[src/rtl/uart_cmd_decoder.sv]
// Turns a UART character stream of "<op><hex digits><CR|LF>" into 34-bit Wishbone command words.
// Optional echo path: define UART_DEC_ECHO_EN to echo every accepted byte back toward the transmitter.
module uart_cmd_decoder #(
   parameter int TIMEOUT = 1000000
) (
   input  logic        i_clk,
   input  logic        i_reset,
   input  logic        i_rx_stb,
   input  logic [7:0]  i_rx_char,
   input  logic        i_cmd_busy,
   output logic        o_cmd_stb,
   output logic [33:0] o_cmd_word,
   output logic        o_err,
   output logic        o_echo_stb,
   output logic [7:0]  o_echo_char
);

   typedef enum logic [1:0] {
      IDLE,
      COLLECT,
      ISSUE,
      DISCARD
   } state_t;

   localparam logic [1:0] OP_READ = 2'b00;
   localparam logic [1:0] OP_WRITE = 2'b01;
   localparam logic [1:0] OP_ADDR = 2'b10;

   localparam bit TO_EN = (TIMEOUT > 0);
   localparam int CNT_W = (TIMEOUT > 1) ? $clog2(TIMEOUT) : 1;
   localparam logic [CNT_W-1:0] TO_LAST = CNT_W'((TIMEOUT > 0) ? TIMEOUT - 1 : 0);

   state_t state_q, state_d;
   logic [1:0] op_q, op_d;
   logic [31:0] value_q, value_d;
   logic [3:0] digit_cnt_q, digit_cnt_d;
   logic [CNT_W-1:0] idle_cnt_q, idle_cnt_d;
   logic cmd_stb_q, cmd_stb_d;
   logic [33:0] cmd_word_q, cmd_word_d;
   logic err_q, err_d;

   logic is_term;
   logic is_hex;
   logic [3:0] hex_nib;
   logic is_op;
   logic [1:0] op_kind;
   logic waiting;
   logic timed_out;

   // Character classification: terminator, hex digit value and case-insensitive opcode.
   always_comb begin
      is_term = (i_rx_char == 8'h0D) || (i_rx_char == 8'h0A);
      is_hex = 1'b0;
      hex_nib = 4'h0;
      if (i_rx_char >= 8'h30 && i_rx_char <= 8'h39) begin
         is_hex = 1'b1;
         hex_nib = i_rx_char[3:0];
      end else if ((i_rx_char >= 8'h41 && i_rx_char <= 8'h46) ||
                   (i_rx_char >= 8'h61 && i_rx_char <= 8'h66)) begin
         is_hex = 1'b1;
         hex_nib = i_rx_char[3:0] + 4'd9;
      end
      is_op = 1'b0;
      op_kind = OP_READ;
      case (i_rx_char)
         8'h41, 8'h61: begin
            is_op = 1'b1;
            op_kind = OP_ADDR;
         end
         8'h57, 8'h77: begin
            is_op = 1'b1;
            op_kind = OP_WRITE;
         end
         8'h52, 8'h72: begin
            is_op = 1'b1;
            op_kind = OP_READ;
         end
         default: begin
            is_op = 1'b0;
            op_kind = OP_READ;
         end
      endcase
   end

   // Idle timer only runs while a command is partially received; a fresh char always wins over expiry.
   always_comb begin
      waiting = (state_q == COLLECT) || (state_q == DISCARD);
      idle_cnt_d = '0;
      if (TO_EN && waiting && !i_rx_stb) begin
         idle_cnt_d = idle_cnt_q + CNT_W'(1);
      end
      timed_out = TO_EN && waiting && !i_rx_stb && (idle_cnt_q == TO_LAST);
   end

   always_comb begin
      state_d = state_q;
      op_d = op_q;
      value_d = value_q;
      digit_cnt_d = digit_cnt_q;
      cmd_stb_d = cmd_stb_q;
      cmd_word_d = cmd_word_q;
      err_d = 1'b0;
      case (state_q)
         IDLE: begin
            if (i_rx_stb) begin
               if (is_op) begin
                  state_d = COLLECT;
                  op_d = op_kind;
                  value_d = 32'h0;
                  digit_cnt_d = 4'd0;
               end else if (!is_term) begin
                  err_d = 1'b1;
               end
            end
         end
         COLLECT: begin
            if (i_rx_stb) begin
               if (is_term) begin
                  if (op_q != OP_READ && digit_cnt_q == 4'd0) begin
                     err_d = 1'b1;
                     state_d = IDLE;
                  end else begin
                     state_d = ISSUE;
                     cmd_stb_d = 1'b1;
                     cmd_word_d = {op_q, value_q};
                  end
               end else if (is_hex && op_q != OP_READ && digit_cnt_q != 4'd8) begin
                  value_d = {value_q[27:0], hex_nib};
                  digit_cnt_d = digit_cnt_q + 4'd1;
               end else begin
                  err_d = 1'b1;
                  state_d = DISCARD;
               end
            end else if (timed_out) begin
               err_d = 1'b1;
               state_d = IDLE;
            end
         end
         ISSUE: begin
            // Any char here is dropped, including one arriving on the handshake cycle itself.
            if (i_rx_stb) begin
               err_d = 1'b1;
            end
            if (!i_cmd_busy) begin
               cmd_stb_d = 1'b0;
               state_d = IDLE;
            end
         end
         DISCARD: begin
            if (i_rx_stb) begin
               if (is_term) begin
                  state_d = IDLE;
               end
            end else if (timed_out) begin
               err_d = 1'b1;
               state_d = IDLE;
            end
         end
         default: begin
            state_d = IDLE;
         end
      endcase
   end

   always_ff @(posedge i_clk or posedge i_reset) begin
      if (i_reset) begin
         state_q <= IDLE;
         op_q <= OP_READ;
         value_q <= 32'h0;
         digit_cnt_q <= 4'd0;
         idle_cnt_q <= '0;
         cmd_stb_q <= 1'b0;
         cmd_word_q <= 34'h0;
         err_q <= 1'b0;
      end else begin
         state_q <= state_d;
         op_q <= op_d;
         value_q <= value_d;
         digit_cnt_q <= digit_cnt_d;
         idle_cnt_q <= idle_cnt_d;
         cmd_stb_q <= cmd_stb_d;
         cmd_word_q <= cmd_word_d;
         err_q <= err_d;
      end
   end

   assign o_cmd_stb = cmd_stb_q;
   assign o_cmd_word = cmd_word_q;
   assign o_err = err_q;

`ifdef UART_DEC_ECHO_EN
   logic echo_stb_q, echo_stb_d;
   logic [7:0] echo_char_q, echo_char_d;

   // Bytes dropped while a command is in flight are not echoed.
   always_comb begin
      echo_stb_d = i_rx_stb && (state_q != ISSUE);
      echo_char_d = echo_char_q;
      if (echo_stb_d) begin
         echo_char_d = i_rx_char;
      end
   end

   always_ff @(posedge i_clk or posedge i_reset) begin
      if (i_reset) begin
         echo_stb_q <= 1'b0;
         echo_char_q <= 8'h0;
      end else begin
         echo_stb_q <= echo_stb_d;
         echo_char_q <= echo_char_d;
      end
   end

   assign o_echo_stb = echo_stb_q;
   assign o_echo_char = echo_char_q;
`else
   assign o_echo_stb = 1'b0;
   assign o_echo_char = 8'h0;
`endif

endmodule
[config.mk]
export PLATFORM = sky130hd
export DESIGN_NAME = uart_cmd_decoder
export DESIGN_NICKNAME = d
export VERILOG_FILES = /design/src/rtl/uart_cmd_decoder.sv
export SDC_FILE = /design/constraint.sdc
export NUM_CORES = 1
export LEC_CHECK = 0
export ABC_AREA = 0
export CAP_MARGIN = 20
export CORE_AREA = 4 4 95 97
export CTS_BUF_LIST = sky130_fd_sc_hd__clkbuf_8
export CTS_CLUSTER_DIAMETER = 100
export DETAILED_ROUTE_END_ITERATION = 8
export DIE_AREA = 0 0 99 101
export PLACE_DENSITY_LB_ADDON = 0.12
export SLEW_MARGIN = 10
export SYNTH_ARGS = -nofsm -noshare
export SYNTH_HDL_FRONTEND = slang
export SYNTH_SLANG_ARGS = --single-unit
[constraint.sdc]
create_clock -name i_clk -period 3.2 [get_ports i_clk]
set_input_delay 0.32 -clock i_clk [delete_from_list [all_inputs] [get_ports i_clk]]
set_output_delay 0.32 -clock i_clk [all_outputs]
set_load 0.1 [all_outputs]
# Yosys cells after proc, flatten, opt, wreduce, memory -nomap -nowiden
# Cells that the tools add are included.
# op_classes
n_addsub	3
magnitude_cmp	6
n_eq_ne	23
n_mux	46
bitwise_logic	1
n_reduce_logical	25
# op_table
op	n
two-way mux 32 bit	5
case mux 32 bit (2 select lines)	1
== test 8 x 7 -> 1 bit, second input constant	6
two-way mux 4 bit	7
adder 20 x 1 -> 20 bit, second input constant	1
== test 20 bit, second input constant	1
two-way mux 2 bit	10
two-way mux 20 bit	1
two-way mux 1 bit	17
== test 8 x 4 -> 1 bit, second input constant	2
>= comparator 8 x 7 -> 1 bit, second input constant	2
less-or-equal comparator 8 x 7 -> 1 bit, second input constant	2
!= test 2 bit, second input constant	7
AND reduction 5 bit	2
>= comparator 8 x 6 -> 1 bit, second input constant	1
less-or-equal comparator 8 x 6 -> 1 bit, second input constant	1
logical AND 1 bit	8
!= test 4 bit, second input constant	2
case mux 2 bit (4 select lines)	1
case mux 4 bit (2 select lines)	1
AND reduction 6 bit	1
nonzero test 2 bit	3
OR reduction 6 bit	1
adder 4 x 1 -> 4 bit, second input constant	1
other kinds (16)	20
# totals
ff_bits	96
inputBits	12

# Depth between registers and ports, before layout
# logic_depth
ltp_word	11
depth_mapped	9
mapped_depth_nobuf	7

# Least setup slack after synthesis
# No wires, ideal clock.
# synth_path
path_type	input to register
startpoint	input port i_rx_char[4]
endpoint	register value_q[31]
setup_ns	0.120
t_arrival_ns	2.167
slack_ns	0.914
stages	6
n_path_buf	1
path_cell_list	or4b_4 -> a211o_1 -> a2111o_4 -> buf_6 -> and3_1 -> a31o_1
# synth_between
elab_chain_cells	9
elab_cells_between_ends	29
# synth_lines
item	line	text
from (decl)	9	input logic [7:0] i_rx_char,
>= comparator 8 x 7 -> 1 bit, or another cell as far along	58	end else if ((i_rx_char >= 8'h41 && i_rx_char <= 8'h46) ||
logical AND 1 bit (on tied branches)	58, 59	
logical OR 1 bit	58	
two-way mux 1 bit	58	
two-way mux 1 bit	55	if (i_rx_char >= 8'h30 && i_rx_char <= 8'h39) begin
logical AND 1 bit (2 in a row)	127	end else if (is_hex && op_q != OP_READ && digit_cnt_q != 4'd8) begin
!= test 2 x 1 -> 1 bit (no line)	-	
AND reduction 6 bit (no line) (*)	-	
to (signal assigned)	178	value_q <= value_d;
to (decl)	35	logic [31:0] value_q, value_d;
# Every way passes the cells marked *; elsewhere a longest branch is shown, timed or not.
# A chain may end at the register's enable or synchronous reset.

# Worst setup path after layout
# layout_path
startpoint	input port i_rx_char[6]
endpoint	register value_q[2]
# layout_between
elab_chain_cells	9
elab_cells_between_ends	35
# layout_lines
item	line
>= comparator 8 x 7 -> 1 bit, or another cell as far along	58
logical AND 1 bit (on tied branches)	58, 59
logical OR 1 bit	58
two-way mux 4 bit / two-way mux 1 bit (equally long branches)	58
two-way mux 4 bit / two-way mux 1 bit (equally long branches)	55
two-way mux 32 bit / logical AND 1 bit (equally long branches)	127
two-way mux 32 bit / logical AND 1 bit (equally long branches)	118, 127
two-way mux 32 bit / != test 2 x 1 -> 1 bit (equally long branches)	-
case mux 32 bit (2 select lines) / AND reduction 6 bit (equally long branches)	-
# Parallel ways exist; a longest one is shown, timed or not. The select of a mux whose other input is x is not followed.

==> flow_metrics.env <==
export IMPL_synthDominantAreaCellType="sky130_fd_sc_hd__dfrtp_1"
export IMPL_global_route_usage_total_pct=17.6
export IMPL_synth_cells=391
export IMPL_final_nets=451
export IMPL_p_total_uw=2150
export IMPL_drt_pass1_iter_count=4
export IMPL_grt_setup_unrepaired="no"
export IMPL_die_area_mm2=0.0100
export IMPL_crit_path_max_incr_delay_ns=0.66
export IMPL_ctsHoldBuffers=0
export IMPL_total_switching_power_uw=552
export IMPL_max_capacitance_violation_count=0
export IMPL_final_setup_viol_count=0
export IMPL_placement_rows=33
export IMPL_ff2ff_path_depth=7
export IMPL_clk_pin_slew_worst_paths_ns=0.09
export IMPL_finalWorstSetupSlack_ns=0.541
export IMPL_finalCriticalPeriod_ns=2.66
export IMPL_worstSetupStartpointType="primary input"
export IMPL_fin_worst_skew_ns=0.00809
export IMPL_static_leakage_uw=0.00242
export IMPL_cts_tree="done"
export IMPL_crit_path_end_kind="register"
export IMPL_fin_crit_sh_pct=83.1
export IMPL_yosysWarnings=0
export IMPL_route_detailed_drc=0
export IMPL_slew_headroom_pct=34.6
export IMPL_synth_avg_cell_area_um2=11.6
export IMPL_postLayoutCellArea_mm2=0.00525
export IMPL_via_count=2992
export IMPL_critical_path_cell_chain="clkdlybuf4s50_1 -> or4b_4 -> a211o_1 -> a2111o_4 -> nand2_4 -> mux2_2"
export IMPL_syn_to_final_growth_pct=15.8
export IMPL_peakVddDrop_mv=0.243
export IMPL_cts_root_to_sink_buffers=2
export IMPL_antenna_violations_before_repair=0
export IMPL_cellPowerDensity_mw_per_mm2=409
export IMPL_post_cts_setup_buffers=0
export IMPL_power_combinational_fraction_pct=7.8
export IMPL_number_of_synthesized_flops_with_an_enable_pin=0
export IMPL_clk_latency_ns=0.35
export IMPL_synth_top_flop_cell="sky130_fd_sc_hd__dfrtp_1"
export IMPL_via_per_inst=5.52
export IMPL_ys_top_cells_by_area="sky130_fd_sc_hd__dfrtp_1, sky130_fd_sc_hd__mux2_2, sky130_fd_sc_hd__a31o_1"
export IMPL_fin_setup_tns_ns=0
export IMPL_hold_viol=0
export IMPL_vias_in_the_first_global_route=2906
export IMPL_min_delay_path_class="primary input to asynchronous set/reset pin"
export IMPL_clock_power_share_pct=34.8
export IMPL_wire_length_of_the_first_global_routing_pass_um=14200
export IMPL_clock_tree_htree_level_count=3
export IMPL_postRouteAntennaNets=0
export IMPL_detailedRoute_firstIterationViolations=147
export IMPL_synthesis_area_mm2=0.00453
export IMPL_yosys_cell_count_top_type="sky130_fd_sc_hd__dfrtp_1"
export IMPL_ys_seq_area_share_pct=53.0
export IMPL_fp_dieH_um=101
export IMPL_worst_path_stages=6
export IMPL_coreArea_mm2=0.00813
export IMPL_crit_path_category="primary input to register"
export IMPL_slew_viol_final=0
export IMPL_max_slew_worst_pin_slew_ns=0.978
export IMPL_asyncSetResetFlopFracSynth_pct=100
export IMPL_critPathRequiredTime_ns=3.44
export IMPL_fmax_mhz=376
export IMPL_cts_made_buffers=9
export IMPL_timing_critical_path_slowest_stage_cell="sky130_fd_sc_hd__a2111o_4"
export IMPL_result_of_the_run="complete, no violations"
export IMPL_timing_critical_path_arrival_ns=2.90
export IMPL_num_io_pins=57
export IMPL_power_internal_uw=1600
export IMPL_critical_path_n_buffers_inverters=1
export IMPL_place_ws_ns=0.179
export IMPL_detailed_place_hpwl_um=5580
export IMPL_layout_drive_gt1_share_pct=17.6
export IMPL_grt_overflow=0
export IMPL_antenna_fix_cells=0
export IMPL_buffer_ports_inserted=47
export IMPL_ys_seq_elements=96
export IMPL_placement_cell_area_mm2=0.00506
export IMPL_yosys_area_top_type_share_pct=53.0
export IMPL_fp_dieW_um=99
export IMPL_seqPwrFrac_pct=57.4
export IMPL_ys_top_cells_by_count="sky130_fd_sc_hd__dfrtp_1, sky130_fd_sc_hd__mux2_2, sky130_fd_sc_hd__nor2_1"
export IMPL_initial_core_util_pct=55.7
export IMPL_gp_congestion=0.814
export IMPL_post_cts_resize_count=0
export IMPL_routed_wire_length_per_instance_um=15.1
export IMPL_cpLargestDelayFamily="compound AO/OA/AOI/OAI gates"
export IMPL_cts_sinks=96
export IMPL_power_switching_share_pct=25.7
export IMPL_postRouteWirelength_um=8190
export IMPL_grt_start_max_net_pins=53
export IMPL_hold_slack_ns=0.402
export IMPL_yosys_cell_types_count=51
export IMPL_clockRootBuffer="sky130_fd_sc_hd__clkbuf_8"
export IMPL_critical_path_peak_fanout=33
-- area by class of cell --
| cell class | count | area (µm²) |
|---|---|---|
| fill | 666 | 2890 |
| clock inverter | 5 | 38.8 |
| sequential | 96 | 2400 |
| tap | 105 | 131 |
| inverter | 12 | 46.3 |
| timing repair buffer | 54 | 573 |
| clock buffer | 11 | 151 |
| multi-input combinational | 259 | 1910 |
-- sequential cells by signal, indices dropped and copies added (netlist names) --
signal and flops:
digit_cnt_q 4, idle_cnt_q 20, o_cmd_stb 1, o_cmd_word 34, o_err 1, op_q 2, state_q 2, value_q 32
-- path summary, 6_finish.rpt --
check / from / endpoint / slack [ns]
max: i_rx_char[6] / value_q[2] / 0.54
min: i_reset / o_cmd_word[24] / 0.40
max reg2reg: digit_cnt_q[0] / value_q[2] / 1.02
min reg2reg: idle_cnt_q[0] / idle_cnt_q[0] / 0.50
max in group asynchronous: i_reset / value_q[13] / 2.08
min in group i_clk: idle_cnt_q[0] / idle_cnt_q[0] / 0.50
-- power groups by stage --
stage	clock network, µW	logic [µW]	registers, µW
after floorplan	0	125	1260
after global placement	0	167	1260
after detailed placement	0	169	1260
after CTS	765	169	1230
after global routing	826	184	1240
final	748	167	1230
-- metrics by stage --
| stage | util [%] | std cells |
|---|---|---|
| CTS | 64.5 | 542 |
| detailed placement | 62.2 | 526 |
| global placement | 62.2 | 526 |
| finish | 64.5 | 542 |
| global route | 64.5 | 542 |
| floorplan | - | 399 |
-- cells in the final DEF (no fill, tap or decap), types with 2 or more instances in the layout --
cell type / n
sky130_fd_sc_hd__dfrtp_1: 96
sky130_fd_sc_hd__clkdlybuf4s50_1: 47
sky130_fd_sc_hd__mux2_2: 37
sky130_fd_sc_hd__nor2_1: 27
sky130_fd_sc_hd__and3_1: 27
sky130_fd_sc_hd__a31o_1: 26
sky130_fd_sc_hd__nand2_1: 17
sky130_fd_sc_hd__nand3_1: 12
sky130_fd_sc_hd__inv_1: 11
sky130_fd_sc_hd__clkbuf_8: 11
sky130_fd_sc_hd__o21ai_0: 10
sky130_fd_sc_hd__xor2_1: 9
sky130_fd_sc_hd__conb_1: 9
sky130_fd_sc_hd__a21oi_1: 8
sky130_fd_sc_hd__xnor2_1: 8
sky130_fd_sc_hd__ha_1: 7
sky130_fd_sc_hd__nand2b_1: 6
sky130_fd_sc_hd__mux2i_1: 6
sky130_fd_sc_hd__nand4_1: 5
sky130_fd_sc_hd__nor3_1: 4
sky130_fd_sc_hd__nor4_1: 4
sky130_fd_sc_hd__and3_2: 4
sky130_fd_sc_hd__buf_12: 4
sky130_fd_sc_hd__or3_1: 3
sky130_fd_sc_hd__buf_4: 3
sky130_fd_sc_hd__o21bai_1: 2
sky130_fd_sc_hd__or4b_2: 2
sky130_fd_sc_hd__clkinv_2: 2
sky130_fd_sc_hd__a31o_2: 2
sky130_fd_sc_hd__inv_6: 2
-- cell families (layout without fill, tap and decap cells) --
group / after synthesis / after routing / synth area share (%)
AND/OR/NAND/NOR: 122 / 122 / 14.8
flip-flops: 96 / 96 / 53.0
AO/OA/AOI/OAI: 61 / 61 / 10.6
buffers and inverters: 44 / 82 / 5.83
multiplexers: 43 / 43 / 10.5
XOR/XNOR: 17 / 17 / 3.29
adder cells (fa/ha/maj): 7 / 7 / 1.93
other: 1 / 9 / 0.0827
-- per-layer routing --
metal / part of all wire [%] / track usage, %
met1: 49 / 25.3
met2: 46 / 27.0
met3: 3.8 / 4.01
met4: 0.73 / 4.73
met5: 0 / 0
Power figures use the tool's default switching activity.
